### src/rtl/load_from_bram_pkg.sv
`default_nettype none
// ============================================================================
// Module   : load_from_bram_pkg
// Brief    : Shared sizing defaults and FSM state encoding for load_from_bram.
// Revision : 1.0 - initial release
// ============================================================================
package load_from_bram_pkg;

    localparam int NUM_CH = 8;
    localparam int ADDR_W = 18;
    localparam int DATA_W = 8;
    localparam int LEN_W  = 8;

    typedef enum logic [1:0] {
        IDLE    = 2'd0,
        FETCH   = 2'd1,
        DRAIN   = 2'd2,
        PRESENT = 2'd3
    } state_t;

    function automatic int ch_width(input int n);
        return (n > 1) ? $clog2(n) : 1;
    endfunction

endpackage
`default_nettype wire

### src/rtl/load_from_bram_if.sv
`default_nettype none
// ============================================================================
// Module   : load_from_bram_if
// Brief    : Control, BRAM read port and beat stream of the BRAM loader.
// Revision : 1.0 - initial release
// ============================================================================
interface load_from_bram_if #(
    parameter int NUM_CH = load_from_bram_pkg::NUM_CH,
    parameter int ADDR_W = load_from_bram_pkg::ADDR_W,
    parameter int DATA_W = load_from_bram_pkg::DATA_W,
    parameter int LEN_W  = load_from_bram_pkg::LEN_W
);
    logic                     start;
    logic [NUM_CH*ADDR_W-1:0] starting_addr;
    logic [LEN_W-1:0]         num_words;
    logic                     bram_en;
    logic [ADDR_W-1:0]        bram_addr;
    logic [DATA_W-1:0]        bram_rdata;
    logic [NUM_CH*DATA_W-1:0] data_o;
    logic                     data_o_valid;
    logic                     data_o_ready;
    logic                     busy;
    logic                     done;

    // master: the loader itself; slave: the surrounding system
    modport master (
        input  start, starting_addr, num_words, bram_rdata, data_o_ready,
        output bram_en, bram_addr, data_o, data_o_valid, busy, done
    );

    modport slave (
        output start, starting_addr, num_words, bram_rdata, data_o_ready,
        input  bram_en, bram_addr, data_o, data_o_valid, busy, done
    );
endinterface
`default_nettype wire

### src/rtl/load_addr_gen.sv
`default_nettype none
// ============================================================================
// Module   : load_addr_gen
// Brief    : Picks one channel base address, adds the beat index, registers it.
// Revision : 1.0 - initial release
// ============================================================================
module load_addr_gen #(
    parameter int NUM_CH = 8,
    parameter int ADDR_W = 18,
    parameter int LEN_W  = 8,
    parameter int CH_W   = 3
) (
    input  wire logic                     clk,
    input  wire logic                     reset,
    input  wire logic                     load,
    input  wire logic [NUM_CH*ADDR_W-1:0] base,
    input  wire logic [CH_W-1:0]          sel,
    input  wire logic [LEN_W-1:0]         k,
    output logic      [ADDR_W-1:0]        addr
);
    logic [ADDR_W-1:0] w_sel_base;
    logic [ADDR_W-1:0] w_sum;

    assign w_sel_base = base[sel*ADDR_W +: ADDR_W];
    // ADDR_W-wide add: addresses wrap modulo 2^ADDR_W
    assign w_sum      = w_sel_base + ADDR_W'(k);

    always_ff @(posedge clk) begin
        if (reset) begin
            addr <= '0;
        end else if (load) begin
            addr <= w_sum;
        end
    end
endmodule
`default_nettype wire

### src/rtl/load_from_bram.sv
`default_nettype none
// ============================================================================
// Module   : load_from_bram
// Brief    : Reads one word per channel from BRAM per beat and presents the
//            assembled beat on a valid/ready stream, num_words beats in total.
// Revision : 1.0 - initial release
// ============================================================================
module load_from_bram #(
    parameter int NUM_CH = load_from_bram_pkg::NUM_CH,
    parameter int ADDR_W = load_from_bram_pkg::ADDR_W,
    parameter int DATA_W = load_from_bram_pkg::DATA_W,
    parameter int LEN_W  = load_from_bram_pkg::LEN_W
) (
    input  wire logic         clk,
    input  wire logic         reset,
    load_from_bram_if.master  bus
);
    import load_from_bram_pkg::*;

    localparam int              CH_W      = ch_width(NUM_CH);
    localparam logic [CH_W-1:0] C_LAST_CH = CH_W'(NUM_CH - 1);

    state_t                   r_state, w_state_nxt;
    logic [CH_W-1:0]          r_ch, w_ch_nxt;
    logic [LEN_W-1:0]         r_k, w_k_nxt;
    logic [LEN_W-1:0]         r_num_words;
    logic [NUM_CH*ADDR_W-1:0] r_base;
    logic [NUM_CH*DATA_W-1:0] r_beat;
    logic                     r_rd_pend;
    logic [CH_W-1:0]          r_rd_ch;
    logic                     r_done, w_done_nxt;

    logic                     w_accept;
    logic                     w_addr_load;
    logic                     w_addr_live;
    logic [CH_W-1:0]          w_addr_sel;
    logic [LEN_W-1:0]         w_addr_k;
    logic [LEN_W:0]           w_k_inc;
    logic [NUM_CH*ADDR_W-1:0] w_addr_base;
    logic [ADDR_W-1:0]        w_bram_addr;

    assign w_accept    = (r_state == IDLE) && bus.start;
    assign w_k_inc     = {1'b0, r_k} + {{LEN_W{1'b0}}, 1'b1};
    // The first address is formed in the accept cycle, before r_base is loaded
    assign w_addr_base = w_addr_live ? bus.starting_addr : r_base;

    always_ff @(posedge clk) begin
        if (reset) begin
            r_state     <= IDLE;
            r_ch        <= '0;
            r_k         <= '0;
            r_num_words <= '0;
            r_base      <= '0;
            r_done      <= 1'b0;
            r_rd_pend   <= 1'b0;
            r_rd_ch     <= '0;
        end else begin
            r_state   <= w_state_nxt;
            r_ch      <= w_ch_nxt;
            r_k       <= w_k_nxt;
            r_done    <= w_done_nxt;
            r_rd_pend <= (r_state == FETCH);
            r_rd_ch   <= r_ch;
            if (w_accept) begin
                r_base      <= bus.starting_addr;
                r_num_words <= bus.num_words;
            end
        end
    end

    // Read data arrives one cycle after its request; steer it to its channel slot
    always_ff @(posedge clk) begin
        if (reset) begin
            r_beat <= '0;
        end else if (r_rd_pend) begin
            r_beat[r_rd_ch*DATA_W +: DATA_W] <= bus.bram_rdata;
        end
    end

    always_comb begin
        w_state_nxt = r_state;
        w_ch_nxt    = r_ch;
        w_k_nxt     = r_k;
        w_done_nxt  = 1'b0;
        w_addr_load = 1'b0;
        w_addr_live = 1'b0;
        w_addr_sel  = '0;
        w_addr_k    = r_k;
        case (r_state)
            IDLE: begin
                if (bus.start) begin
                    if (bus.num_words == '0) begin
                        w_done_nxt = 1'b1;
                    end else begin
                        w_state_nxt = FETCH;
                        w_ch_nxt    = '0;
                        w_k_nxt     = '0;
                        w_addr_load = 1'b1;
                        w_addr_live = 1'b1;
                        w_addr_k    = '0;
                    end
                end
            end
            FETCH: begin
                if (r_ch == C_LAST_CH) begin
                    w_state_nxt = DRAIN;
                end else begin
                    w_ch_nxt    = r_ch + CH_W'(1);
                    w_addr_load = 1'b1;
                    w_addr_sel  = r_ch + CH_W'(1);
                end
            end
            DRAIN: begin
                w_state_nxt = PRESENT;
            end
            PRESENT: begin
                if (bus.data_o_ready) begin
                    w_k_nxt = w_k_inc[LEN_W-1:0];
                    if (w_k_inc < {1'b0, r_num_words}) begin
                        w_state_nxt = FETCH;
                        w_ch_nxt    = '0;
                        w_addr_load = 1'b1;
                        w_addr_k    = w_k_inc[LEN_W-1:0];
                    end else begin
                        w_state_nxt = IDLE;
                        w_done_nxt  = 1'b1;
                    end
                end
            end
            default: begin
                w_state_nxt = IDLE;
            end
        endcase
    end

    load_addr_gen #(
        .NUM_CH (NUM_CH),
        .ADDR_W (ADDR_W),
        .LEN_W  (LEN_W),
        .CH_W   (CH_W)
    ) u_addr_gen (
        .clk    (clk),
        .reset  (reset),
        .load   (w_addr_load),
        .base   (w_addr_base),
        .sel    (w_addr_sel),
        .k      (w_addr_k),
        .addr   (w_bram_addr)
    );

    assign bus.bram_en      = (r_state == FETCH);
    assign bus.bram_addr    = w_bram_addr;
    assign bus.data_o       = r_beat;
    assign bus.data_o_valid = (r_state == PRESENT);
    assign bus.busy         = (r_state != IDLE);
    assign bus.done         = r_done;
endmodule
`default_nettype wire

### src/flat_wrapper.sv
// flat-port wrapper written by rule: the top's interface ports become plain ports
module load_from_bram_flat import load_from_bram_pkg::*;
#(
    parameter int NUM_CH = load_from_bram_pkg::NUM_CH,
    parameter int ADDR_W = load_from_bram_pkg::ADDR_W,
    parameter int DATA_W = load_from_bram_pkg::DATA_W,
    parameter int LEN_W  = load_from_bram_pkg::LEN_W
)
  (clk, reset, bus_start, bus_starting_addr, bus_num_words, bus_bram_rdata, bus_data_o_ready, bus_bram_en, bus_bram_addr, bus_data_o, bus_data_o_valid, bus_busy, bus_done);
  load_from_bram_if #(.NUM_CH(NUM_CH), .ADDR_W(ADDR_W), .DATA_W(DATA_W), .LEN_W(LEN_W)) bus_i ();
  input  wire logic clk;
  input  wire logic reset;
  input wire logic [$bits(bus_i.start)-1:0] bus_start;
  input wire logic [$bits(bus_i.starting_addr)-1:0] bus_starting_addr;
  input wire logic [$bits(bus_i.num_words)-1:0] bus_num_words;
  input wire logic [$bits(bus_i.bram_rdata)-1:0] bus_bram_rdata;
  input wire logic [$bits(bus_i.data_o_ready)-1:0] bus_data_o_ready;
  output wire logic [$bits(bus_i.bram_en)-1:0] bus_bram_en;
  output wire logic [$bits(bus_i.bram_addr)-1:0] bus_bram_addr;
  output wire logic [$bits(bus_i.data_o)-1:0] bus_data_o;
  output wire logic [$bits(bus_i.data_o_valid)-1:0] bus_data_o_valid;
  output wire logic [$bits(bus_i.busy)-1:0] bus_busy;
  output wire logic [$bits(bus_i.done)-1:0] bus_done;
  assign bus_i.start = bus_start;
  assign bus_i.starting_addr = bus_starting_addr;
  assign bus_i.num_words = bus_num_words;
  assign bus_i.bram_rdata = bus_bram_rdata;
  assign bus_i.data_o_ready = bus_data_o_ready;
  assign bus_bram_en = bus_i.bram_en;
  assign bus_bram_addr = bus_i.bram_addr;
  assign bus_data_o = bus_i.data_o;
  assign bus_data_o_valid = bus_i.data_o_valid;
  assign bus_busy = bus_i.busy;
  assign bus_done = bus_i.done;
  load_from_bram #(.NUM_CH(NUM_CH), .ADDR_W(ADDR_W), .DATA_W(DATA_W), .LEN_W(LEN_W)) u_core (.clk(clk), .reset(reset), .bus(bus_i));
endmodule
### config.mk
export PLATFORM = sky130hd
export DESIGN_NAME = load_from_bram_flat
export DESIGN_NICKNAME = d
export VERILOG_FILES = /design/src/rtl/load_from_bram_pkg.sv /design/src/rtl/load_from_bram_if.sv /design/src/rtl/load_addr_gen.sv /design/src/rtl/load_from_bram.sv /design/src/flat_wrapper.sv
export SDC_FILE = /design/constraint.sdc
export NUM_CORES = 1
export LEC_CHECK = 0
export BUFFER_PORTS_ARGS = -buffer_cell sky130_fd_sc_hd__buf_2
export CORE_MARGIN = 5
export CORE_UTILIZATION = 44
export DETAILED_ROUTE_END_ITERATION = 16
export PLACE_DENSITY_LB_ADDON = 0.05
export SETUP_SLACK_MARGIN = 0.4
export SYNTH_ARGS = -nofsm -noshare
export SYNTH_HDL_FRONTEND = slang
export SYNTH_SLANG_ARGS = --single-unit
### constraint.sdc
create_clock -name clk -period 11.15 [get_ports clk]
set_input_delay 0 -clock clk [delete_from_list [all_inputs] [get_ports clk]]
set_output_delay 0 -clock clk [all_outputs]
set_load 0.05 [all_outputs]
==> run_summary.xml <==
<?xml version="1.0" encoding="UTF-8"?>
<metrics>
  <group name="clock_tree">
    <metric name="h-tree-depth" unit="">1</metric>
    <metric name="cts_root_buffer" unit="">sky130_fd_sc_hd__clkbuf_16</metric>
    <metric name="worstSkewPairLatency" unit="ns">0.54</metric>
    <metric name="clock_path_buffers" unit="">3</metric>
    <metric name="clk_pin_slew" unit="ns">0.06</metric>
    <metric name="cts_sinks" unit="">252</metric>
    <metric name="tritoncts.num_buffers" unit="">28</metric>
    <metric name="postCtsSetupBuffers" unit="">0</metric>
    <metric name="tritoncts" unit="">built</metric>
  </group>
  <group name="floorplan">
    <metric name="initial_core_util" unit="%">44.39</metric>
    <metric name="io_pins" unit="">250</metric>
    <metric name="placementRows" unit="">62</metric>
    <metric name="core_area" unit="mm^2">0.02855</metric>
    <metric name="fp.dieArea" unit="mm^2">0.03229</metric>
    <metric name="floorplan.die.width" unit="um">179.7</metric>
    <metric name="die_y" unit="um">179.7</metric>
  </group>
  <group name="pwr">
    <metric name="switching_power" unit="W">0.001464</metric>
    <metric name="switching_share" unit="%">40.22</metric>
    <metric name="clock_power_share" unit="%">26.6</metric>
    <metric name="power.leakage" unit="nW">7.185</metric>
    <metric name="peakVddDrop" unit="mV">0.1218</metric>
    <metric name="internal-power" unit="W">0.002176</metric>
    <metric name="powerDensity" unit="mW/mm^2">212.7</metric>
    <metric name="p_seq_share" unit="%">31.1</metric>
    <metric name="comb_power_share" unit="%">42.3</metric>
  </group>
  <group name="routing">
    <metric name="detail_route.wirelength.met1" unit="mm">18.66</metric>
    <metric name="maxUsedRoutingLayer" unit="">met5</metric>
    <metric name="count_of_antenna_violating_nets_left_after_detailed_routing" unit="">0</metric>
    <metric name="detail_route.first_pass.iterations" unit="">6</metric>
    <metric name="routed_wire_length_per_instance" unit="um">17.38</metric>
    <metric name="routed-wl-met3" unit="mm">2.713</metric>
    <metric name="post_drt_via_cell_ratio" unit="">5.366</metric>
    <metric name="drtIter0Drc" unit="">1004</metric>
    <metric name="route.met2.wl" unit="mm">20.39</metric>
    <metric name="routed_wirelength" unit="mm">43.04</metric>
    <metric name="final_routed_drc_violation_total" unit="">0</metric>
    <metric name="dr_total_vias" unit="">13290</metric>
  </group>
  <group name="worst_setup_path">
    <metric name="worst_r2r_dst" unit="">u_core.u_addr_gen.addr[14]</metric>
    <metric name="critical_path.max_fanout" unit="">8</metric>
    <metric name="element_type_at_the_critical_path_end" unit="">flop</metric>
    <metric name="cp-start-kind" unit="">flop</metric>
    <metric name="crit_arrival" unit="ns">6.59</metric>
    <metric name="setup.reg_to_reg.worst_slack" unit="ns">5.00</metric>
    <metric name="worstRegToRegCells" unit="">21</metric>
    <metric name="timing.critical_path.required" unit="ns">11.59</metric>
    <metric name="r2r_start" unit="">u_core.r_k[0]</metric>
    <metric name="criticalPathCategory" unit="">flop to flop</metric>
  </group>
  <group name="run">
    <metric name="cap_violations" unit="">0</metric>
  </group>
  <group name="worst_hold_path">
    <metric name="min_path_type" unit="">input pin to flop</metric>
    <metric name="hold_crit_start" unit="">bus_start</metric>
    <metric name="capture_endpoint_of_the_worst_hold_path" unit="">u_core.r_state[0]</metric>
    <metric name="worstHoldPathCells" unit="">5</metric>
  </group>
  <group name="timing">
    <metric name="whs" unit="ns">0.04953</metric>
    <metric name="final_max_slew_viol_count" unit="">0</metric>
    <metric name="finalCritPeriodShare" unit="%">55.18</metric>
    <metric name="final_sum_of_negative_setup_slack" unit="ns">0</metric>
    <metric name="slew_headroom" unit="%">22.65</metric>
    <metric name="clock.fmax" unit="MHz">162.5</metric>
    <metric name="max_slew.worst_pin.slew" unit="ns">1.151</metric>
    <metric name="final_hold_viol_count" unit="">0</metric>
    <metric name="period_needed" unit="ns">6.153</metric>
    <metric name="fin_worst_skew" unit="ns">0.01421</metric>
    <metric name="rsz_0062_raised_after_global_routing" unit="">no</metric>
    <metric name="timing.final.setup_violations" unit="">0</metric>
  </group>
  <group name="logic_synthesis">
    <metric name="number_of_enable_flip_flop_cells_after_synthesis" unit="">0</metric>
    <metric name="synthDominantCellAreaShare" unit="%">39.81</metric>
    <metric name="synthesis.area_per_instance" unit="um^2">7.494</metric>
    <metric name="post_synthesis_sequential_area_ratio" unit="%">39.81</metric>
    <metric name="netlist_area" unit="mm^2">0.01267</metric>
    <metric name="yosys.area.top_type" unit="">sky130_fd_sc_hd__dfxtp_1</metric>
    <metric name="post_synth_inst_count" unit="">1691</metric>
    <metric name="synth.net_count" unit="">1880</metric>
    <metric name="async_reset_ff_share" unit="%">0</metric>
    <metric name="most_frequently_used_flop_master_after_synthesis" unit="">sky130_fd_sc_hd__dfxtp_1</metric>
    <metric name="top_cells_by_area_synth" unit="">sky130_fd_sc_hd__dfxtp_1 (40%), sky130_fd_sc_hd__nand2_1 (16%), sky130_fd_sc_hd__a21oi_1 (9.0%)</metric>
    <metric name="yosys.cell_types.count" unit="">63</metric>
    <metric name="ys_warn_count" unit="">0</metric>
    <metric name="synth_register_bits" unit="">252</metric>
  </group>
  <group name="place">
    <metric name="detailed_place.area" unit="mm^2">0.01404</metric>
    <metric name="gpl.final_weighted_congestion" unit="">0.8485</metric>
    <metric name="i_o_buffers" unit="">249</metric>
    <metric name="detailed_place_hpwl" unit="mm">27.88</metric>
  </group>
  <group name="layout">
    <metric name="layout-drive-gt1-share" unit="%">16.49</metric>
    <metric name="finalNetCount" unit="">2261</metric>
    <metric name="flow.area_growth_from_synthesis" unit="%">35.06</metric>
    <metric name="total_non_filler_cell_area_in_the_finished_layout" unit="mm^2">0.01712</metric>
    <metric name="utilization" unit="%">59.95</metric>
    <metric name="antenna_cells_inserted" unit="">0</metric>
  </group>
  <group name="global_route">
    <metric name="antenna_found_initial" unit="">1</metric>
    <metric name="grt_first_pass_wirelength" unit="mm">67.89</metric>
    <metric name="grt_start_max_net_pins" unit="">101</metric>
    <metric name="grt-ovfl-total" unit="">0</metric>
    <metric name="grt_pass1_vias" unit="">12670</metric>
    <metric name="global_route.usage.total" unit="%">25.17</metric>
  </group>
  <group name="outcome">
    <metric name="result_of_the_run" unit="">finished clean</metric>
  </group>
</metrics>
==> worst max-delay path by stage <==
| stage | from | endpoint | slack, ns | depth (start not counted) |
|---|---|---|---|---|
| after floorplan | u_core.r_state[1] | u_core.u_addr_gen.addr[14] | 5.58 | 25 |
| after global placement | u_core.r_k[0] | u_core.u_addr_gen.addr[14] | 5.33 | 21 |
| after detailed placement | u_core.r_k[0] | u_core.u_addr_gen.addr[14] | 5.10 | 21 |
| after CTS | u_core.r_k[0] | u_core.u_addr_gen.addr[14] | 5.06 | 21 |
| after global routing | u_core.r_k[0] | u_core.u_addr_gen.addr[14] | 4.45 | 21 |
| final | u_core.r_k[0] | u_core.u_addr_gen.addr[14] | 5.00 | 21 |
==> cells by family (layout without fill, tap and decap cells) <==
group	after synthesis	after routing	synth area share (%)
AND/OR/NAND/NOR	841	841	28.31
AO/OA/AOI/OAI	340	340	15.71
flip-flops	252	252	39.81
buffers and inverters	153	554	4.828
multiplexers	66	66	7.849
adder cells (fa/ha/maj)	25	25	2.528
XOR/XNOR	14	14	0.9676
==> layout make-up <==
type	instances	area, um^2
repair buffers	474	3467
clock inverters	7	112.6
inverters	30	112.6
well taps	384	480.5
fillers	2708	11430
clock buffers	43	858.3
flip-flops and latches	252	5045
multi-input cells	1286	7039
==> power groups by stage <==
stage | registers, W | clock network [W] | logic [W]
after floorplan | 0.00123 | 0 | 0.000967
final | 0.00113 | 0.000970 | 0.00154
after global routing | 0.00115 | 0.00103 | 0.00169
after CTS | 0.00113 | 0.000987 | 0.00153
after global placement | 0.00114 | 0 | 0.00143
after detailed placement | 0.00115 | 0 | 0.00144
==> through the flow <==
stage	worst slack (ns)	instances	total power (W)
CTS	5.057	2476	0.003649
detailed placement	5.104	2216	0.002589
global placement	5.333	2216	0.002575
finish	4.997	2476	0.003640
global route	4.450	2476	0.003865
floorplan	5.584	1691	0.002200
==> cell usage in the layout, fill, tap and decap left out, types with 5 or more instances in the layout <==
cell type	count
sky130_fd_sc_hd__nand3b_1	5
sky130_fd_sc_hd__a211oi_1	7
sky130_fd_sc_hd__clkbuf_16	29
sky130_fd_sc_hd__nand3_1	138
sky130_fd_sc_hd__and3_1	10
sky130_fd_sc_hd__xnor2_1	6
sky130_fd_sc_hd__a31oi_1	13
sky130_fd_sc_hd__dfxtp_1	252
sky130_fd_sc_hd__clkbuf_1	6
sky130_fd_sc_hd__buf_4	15
sky130_fd_sc_hd__o211ai_1	8
sky130_fd_sc_hd__nand2_1	533
sky130_fd_sc_hd__mux2i_1	39
sky130_fd_sc_hd__inv_1	29
sky130_fd_sc_hd__mux4_1	8
sky130_fd_sc_hd__nor2b_1	6
sky130_fd_sc_hd__or3_1	7
sky130_fd_sc_hd__nor2_1	94
sky130_fd_sc_hd__o21ai_0	22
sky130_fd_sc_hd__a311oi_1	12
sky130_fd_sc_hd__clkbuf_8	8
sky130_fd_sc_hd__buf_2	248
sky130_fd_sc_hd__ha_1	24
sky130_fd_sc_hd__nor3_1	9
sky130_fd_sc_hd__nand4_1	7
sky130_fd_sc_hd__or4_1	6
sky130_fd_sc_hd__xor2_1	8
sky130_fd_sc_hd__a22oi_1	16
sky130_fd_sc_hd__a21oi_1	227
sky130_fd_sc_hd__dlygate4sd3_1	210
sky130_fd_sc_hd__mux4_2	16
sky130_fd_sc_hd__and2_1	8
==> per-layer routing <==
layer  GRT usage (%)  vias to the layer above
met5               0                        -
met4           7.589                        2
met3           4.345                       79
met2           42.30                      407
met1           33.30                     6254
li1                -                     6545
==> flip-flops by register name, indices dropped and copies added (netlist names), 2 cells and up <==
register / count
u_core.r_base: 144
u_core.r_num_words: 8
u_core.r_state: 2
u_core.r_rd_ch: 3
u_core.u_addr_gen.addr: 18
u_core.bus.data_o: 64
u_core.r_k: 8
u_core.r_ch: 3
==> synth_stat cells (5+ instances only) <==
master	count
sky130_fd_sc_hd__ha_1	24
sky130_fd_sc_hd__nand4_1	7
sky130_fd_sc_hd__dfxtp_1	252
sky130_fd_sc_hd__buf_1	13
sky130_fd_sc_hd__a22oi_1	16
sky130_fd_sc_hd__a311oi_1	12
sky130_fd_sc_hd__or3_1	7
sky130_fd_sc_hd__xor2_1	8
sky130_fd_sc_hd__nor2_1	94
sky130_fd_sc_hd__nor3_1	9
sky130_fd_sc_hd__inv_1	29
sky130_fd_sc_hd__and3_1	10
sky130_fd_sc_hd__nand3_1	138
sky130_fd_sc_hd__and2_1	9
sky130_fd_sc_hd__o211ai_1	8
sky130_fd_sc_hd__a31oi_1	13
sky130_fd_sc_hd__a21oi_1	227
sky130_fd_sc_hd__mux4_2	16
sky130_fd_sc_hd__clkbuf_1	99
sky130_fd_sc_hd__xnor2_1	6
sky130_fd_sc_hd__a211oi_1	7
sky130_fd_sc_hd__o21ai_0	22
sky130_fd_sc_hd__mux4_1	8
sky130_fd_sc_hd__nor2b_1	6
sky130_fd_sc_hd__nand3b_1	5
sky130_fd_sc_hd__or4_1	6
sky130_fd_sc_hd__nand2_1	533
sky130_fd_sc_hd__mux2i_1	39
sky130_fd_sc_hd__buf_2	6
==> what timing repair did <==
action | 4_1_cts | 5_1_grt
hold endpoints to repair | 235 | 0
gates resized for setup | 0 | 0
hold buffers | 210 | 0
==> worst max-delay path, stage by stage, from the launching register on <==
cell	delay, ns
sky130_fd_sc_hd__dfxtp_1	0.47
sky130_fd_sc_hd__ha_1	0.28
sky130_fd_sc_hd__nand3_1	0.13
sky130_fd_sc_hd__nor2_1	0.31
sky130_fd_sc_hd__xor2_1	0.18
sky130_fd_sc_hd__ha_1	0.27
sky130_fd_sc_hd__nand4_1	0.09
sky130_fd_sc_hd__o21ai_0	0.08
sky130_fd_sc_hd__o31ai_1	0.68
sky130_fd_sc_hd__nand3_1	0.34
sky130_fd_sc_hd__nor3_1	0.56
sky130_fd_sc_hd__a22o_1	0.28
sky130_fd_sc_hd__inv_1	0.07
sky130_fd_sc_hd__fa_1	0.43
sky130_fd_sc_hd__nor2b_1	0.15
sky130_fd_sc_hd__o21ai_0	0.11
sky130_fd_sc_hd__a21boi_0	0.22
sky130_fd_sc_hd__o21ai_0	0.14
sky130_fd_sc_hd__a21oi_1	0.27
sky130_fd_sc_hd__nor2_1	0.15
sky130_fd_sc_hd__or4_1	0.53
sky130_fd_sc_hd__a311oi_1	0.30
(Power assumes the default switching activity.)
